## config.mk

```make
export PLATFORM = sky130hd
export DESIGN_NAME = if_id_stage
export DESIGN_NICKNAME = d
export VERILOG_FILES = /design/src/rtl/if_id_stage.sv
export SDC_FILE = /design/constraint.sdc
export NUM_CORES = 1
export LEC_CHECK = 0
export BUFFER_PORTS_ARGS = -buffer_cell sky130_fd_sc_hd__buf_2
export CORE_MARGIN = 4
export CORE_UTILIZATION = 51
export CTS_BUF_LIST = sky130_fd_sc_hd__clkbuf_2
export CTS_CLUSTER_SIZE = 40
export DETAILED_ROUTE_END_ITERATION = 12
export PLACE_DENSITY = 0.89
export SETUP_SLACK_MARGIN = 0.02
export SLEW_MARGIN = 5
export SYNTH_ARGS = -nofsm -noshare
export SYNTH_HDL_FRONTEND = slang
export SYNTH_SLANG_ARGS = --single-unit
```

## constraint.sdc

```tcl
create_clock -name clk -period 3.95 [get_ports clk]
set_clock_uncertainty 0.2 [all_clocks]
set_input_delay 0.1975 -clock clk [delete_from_list [all_inputs] [get_ports clk]]
set_output_delay 0.1975 -clock clk [all_outputs]
set_load 0.1 [all_outputs]
```

## src/rtl/if_id_stage.sv

```systemverilog
// Fetch stage and IF/ID pipeline register.
// Handles load-use stalls, branch redirects and saturating event counters.
module if_id_stage #(
  parameter logic [31:0] RESET_PC = 32'h0000_0000,
  parameter int          CNT_W    = 16
) (
  input  logic             clk,
  input  logic             rst_n,
  output logic [31:0]      PCOut,
  input  logic [31:0]      InstructionIn,
  input  logic             branchTaken,
  input  logic [31:0]      branchTarget,
  input  logic             EXMemRead,
  input  logic [4:0]       EXRtReg,
  output logic [31:0]      InstructionOut,
  output logic [31:0]      PCAddResultOut,
  output logic             validOut,
  output logic             flushIDEX,
  output logic [CNT_W-1:0] stallCountOut,
  output logic [CNT_W-1:0] flushCountOut
);

  typedef struct packed {
    logic [31:0] instr;
    logic [31:0] pc4;
    logic        valid;
  } if_id_t;

  localparam logic [CNT_W-1:0] CNT_MAX = '1;

  if_id_t           if_id_q;
  logic [31:0]      pc_q;
  logic [31:0]      pc_plus4;
  logic [CNT_W-1:0] stall_cnt;
  logic [CNT_W-1:0] flush_cnt;
  logic             rs_hit;
  logic             rt_hit;
  logic             hazard;

  assign pc_plus4 = pc_q + 32'd4;

  assign rs_hit = EXRtReg == if_id_q.instr[25:21];
  assign rt_hit = EXRtReg == if_id_q.instr[20:16];

  // A load in EX whose target is read by the instruction now in ID
  assign hazard = EXMemRead & if_id_q.valid
                & (EXRtReg != 5'd0) & (rs_hit | rt_hit);

  assign flushIDEX = branchTaken | hazard;

  always_ff @(posedge clk or negedge rst_n) begin
    if (!rst_n) begin
      pc_q      <= RESET_PC;
      if_id_q   <= '0;
      stall_cnt <= '0;
      flush_cnt <= '0;
    end else begin
      priority case (1'b1)
        branchTaken: begin
          pc_q    <= {branchTarget[31:2], 2'b00};
          if_id_q <= '0;
          if (flush_cnt != CNT_MAX)
            flush_cnt <= flush_cnt + 1'b1;
        end
        hazard: begin
          if (stall_cnt != CNT_MAX)
            stall_cnt <= stall_cnt + 1'b1;
        end
        default: begin
          pc_q          <= pc_plus4;
          if_id_q.instr <= InstructionIn;
          if_id_q.pc4   <= pc_plus4;
          if_id_q.valid <= 1'b1;
        end
      endcase
    end
  end

  assign PCOut          = pc_q;
  assign InstructionOut = if_id_q.instr;
  assign PCAddResultOut = if_id_q.pc4;
  assign validOut       = if_id_q.valid;
  assign stallCountOut  = stall_cnt;
  assign flushCountOut  = flush_cnt;

endmodule

```

==> flow_metrics.env <==
export IMPL_finalMaxSlewViolations=0
export IMPL_critPathCaptureType="output pin"
export IMPL_cts_tree="yes"
export IMPL_multi_input_area_um2=2860
export IMPL_crit_start="InstructionOut[21]"
export IMPL_ff_latch_area_um2=3150
export IMPL_synth_cell_types=43
export IMPL_die_h_um=119
export IMPL_drc=0
export IMPL_synthTopCellsByArea="dfrtp_1 51%, xnor2_1 9.1%, nand2_1 7.0%"
export IMPL_yosysWarnings=0
export IMPL_rows=40
export IMPL_arrival_ns=3.14
export IMPL_syn_to_final_growth_pct=39.0
export IMPL_path_buf_inv=1
export IMPL_crit_required_ns=3.55
export IMPL_final_common_cell="buf_2"
export IMPL_wire_per_inst_um=17.5
export IMPL_whs_ns=0.0585
export IMPL_pre_cts_slack_ns=0.898
export IMPL_min_period_ns=3.53
export IMPL_syn_area_um2=6230
export IMPL_mostFrequentLayoutCells="196 x buf_2, 126 x dfrtp_1, 117 x nand2_1, 111 x dlygate4sd3_1, 65 x xnor2_1"
export IMPL_setup_violations_final=0
export IMPL_utilization_pct=72.4
export IMPL_reg2reg_from="PCOut[2]"
export IMPL_p_per_area_nw_per_um2=444
export IMPL_finalHoldViolations=0
export IMPL_worst_setup_path_start_kind="flop"
export IMPL_numCtsBuffers=17
export IMPL_fmax_mhz=283
export IMPL_relSlewSlack_pct=50.7
export IMPL_status="finished, final reports clean"
export IMPL_yosys_area_top_type="dfrtp_1"
export IMPL_whs_path_depth=4
export IMPL_ir_worst_vdd_mv=0.776
export IMPL_reg2reg_depth=8
export IMPL_setup_tns_final_ns=0
export IMPL_avgSynthCellArea_um2=9.59
export IMPL_fillerInstances=811
export IMPL_vias_per_cell=5.56
export IMPL_drt_wl_total_um=19400
export IMPL_ios=203
export IMPL_ys_seq_elements=126
export IMPL_cpMaxStageDelayCell="o22ai_4"
export IMPL_ant_nets=0
export IMPL_crit_end="flushIDEX"
export IMPL_drtPass1Iterations=5
export IMPL_portBuffers=198
export IMPL_critical_path_class="reg -> out"
export IMPL_antenna_found_initial=1
export IMPL_cpPeakStageDelay_ns=0.52
export IMPL_die_w_um=119
export IMPL_path_depth=6
export IMPL_drive_gt1_share_pct=26.5
export IMPL_grt_overflow=0
export IMPL_synthCells=650
export IMPL_dieArea_um2=14100
export IMPL_cpLargestDelayFamily="simple AND/OR/NAND/NOR gates"
export IMPL_rsz0062_at_grt="no"
export IMPL_place_gp_congestion=0.837
export IMPL_grt_usage_pct=27.6
export IMPL_clk_pin_slew_worst_paths_ns=0.19
export IMPL_hp_class="in -> reg"
export IMPL_drt_iter0_markers=580
export IMPL_timing_rr_end="PCOut[30]"
export IMPL_num_vias=6158
export IMPL_maxCapViolations=0
export IMPL_synth_top_area_share_pct=50.6
export IMPL_worst_slew_pin_slew_ns=0.740
export IMPL_clockRootBuffer="clkbuf_2"
export IMPL_worst_slack_ns=0.416
export IMPL_clk_latency_ns=0.72
export IMPL_r2r_setup_slack_ns=0.94
export IMPL_grt_pass1_wl_um=31300
export IMPL_finalCritPeriodShare_pct=89.5
export IMPL_htree_num_levels=4
export IMPL_core_um2=12000
export IMPL_dpl_hpwl_um=11200
export IMPL_critical_path_max_fanout=47
export IMPL_nNetsFinal=1023
export IMPL_crit_chain="xnor2_1 > nand3_1 > o22ai_4 > nand2_4 > nand2_1 > buf_2"
export IMPL_first_global_vias=6135
export IMPL_ys_seq_area_share_pct=50.6
export IMPL_clockBufferDepth=2
export IMPL_start_util_pct=52.1
export IMPL_p_leak_uw=0.00416
export IMPL_grt_max_degree=74
export IMPL_clock_sinks=126
routing by layer:
metal	global-route usage, %	up-vias	share of wire, %
li1	-	2825	-
met1	33.0	2951	39
met2	46.9	318	50
met3	7.66	64	7.5
met4	11.5	0	3.4
met5	0	-	0
worst min path at each step:
stage                       from                  to  slack [ns]
5_1_grt         InstructionIn[7]   InstructionOut[7]       0.003
4_1_cts        InstructionIn[14]  InstructionOut[14]      0.0008
3_5_place_dp               rst_n  PCAddResultOut[25]        0.12
6_report        InstructionIn[2]   InstructionOut[2]        0.06
2_1_floorplan              rst_n   InstructionOut[0]       -0.30
3_3_place_gp               rst_n  PCAddResultOut[21]        0.12
worst reg2reg max path, cell delays in order, from the launching register on:
cell,delay (ns)
dfrtp_1,0.49
ha_1,0.25
nand3_1,0.22
nor2_1,0.37
nand3_2,0.29
a211oi_2,0.30
xnor2_1,0.15
o21ai_1,0.07
dlygate4sd3_1,0.56
synthesized netlist by cell type:
master and instances:
a211oi_1 34, a211oi_2 4, a21boi_1 3, a21oi_1 46, a21oi_2 1, a31oi_1 3, a31oi_4 1, and2_1 2
and3_1 7, and4_1 3, buf_2 12, buf_4 6, buf_6 3, clkbuf_1 19, conb_1 1, dfrtp_1 126
ha_1 3, inv_1 7, mux2_2 4, nand2_1 117, nand2_2 2, nand2b_1 1, nand3_1 25, nand3_2 1
nand3b_1 1, nand4_1 20, nand4_2 2, nor2_1 54, nor2b_1 1, nor3_1 9, nor3_2 1, nor3_4 1
nor4_2 2, nor4b_1 1, o2111ai_1 1, o21ai_0 15, o21ai_1 13, o22ai_1 1, o311a_1 1, o41ai_1 1
or3_1 2, xnor2_1 65, xor2_1 28
through the flow:
stage / cell area [um^2] / total power [uW] / std cells
global route: 8660 / 3990 / 1107
finish: 8660 / 3840 / 1107
CTS: 8640 / 3830 / 1105
detailed placement: 7280 / 2920 / 963
floorplan: 6230 / 2650 / 651
global placement: 7280 / 2900 / 963
area by class of cell:
type	count	share of cell area, %
antenna	1	0.0289
clock buffer	22	1.27
tap	147	2.12
inverter	7	0.303
timing repair buffer	317	25.4
multi-input combinational	478	33.1
sequential	126	36.4
clock inverter	9	1.37
power breakdown:
| part | internal [uW] | leakage, uW | switching [uW] | total (uW) |
|---|---|---|---|---|
| Sequential | 1410 | 0.00162 | 140 | 1550 |
| Clock | 355 | 0.000146 | 473 | 828 |
| Combinational | 321 | 0.00239 | 1150 | 1470 |
| Total | 2080 | 0.00416 | 1760 | 3840 |
sequential cells by signal, summed over array words and instances, names as in the netlist:
signal / flops
InstructionOut: 32
PCAddResultOut: 31
PCOut: 30
flushCountOut: 16
stallCountOut: 16
validOut: 1
kinds of logic (layout without fill, tap and decap cells):
kind of cell | Yosys count | count (layout) | share of synthesized area (%)
other cells | 1 | 3 | 0.0602
simple gates | 252 | 252 | 18.6
mux | 4 | 4 | 0.723
buf+inv | 47 | 355 | 3.80
fa+ha+maj | 3 | 3 | 0.602
xor+xnor | 93 | 93 | 13.1
flops | 126 | 126 | 50.6
compound gates | 124 | 124 | 12.5
timing repair:
action,4_1_cts,5_1_grt
endpoints found under the hold margin,205,1
endpoints found under the setup margin,0,1
setup buffers,0,0
hold buffers,111,1
gates resized for setup,0,1
(Power assumes the default switching activity.)
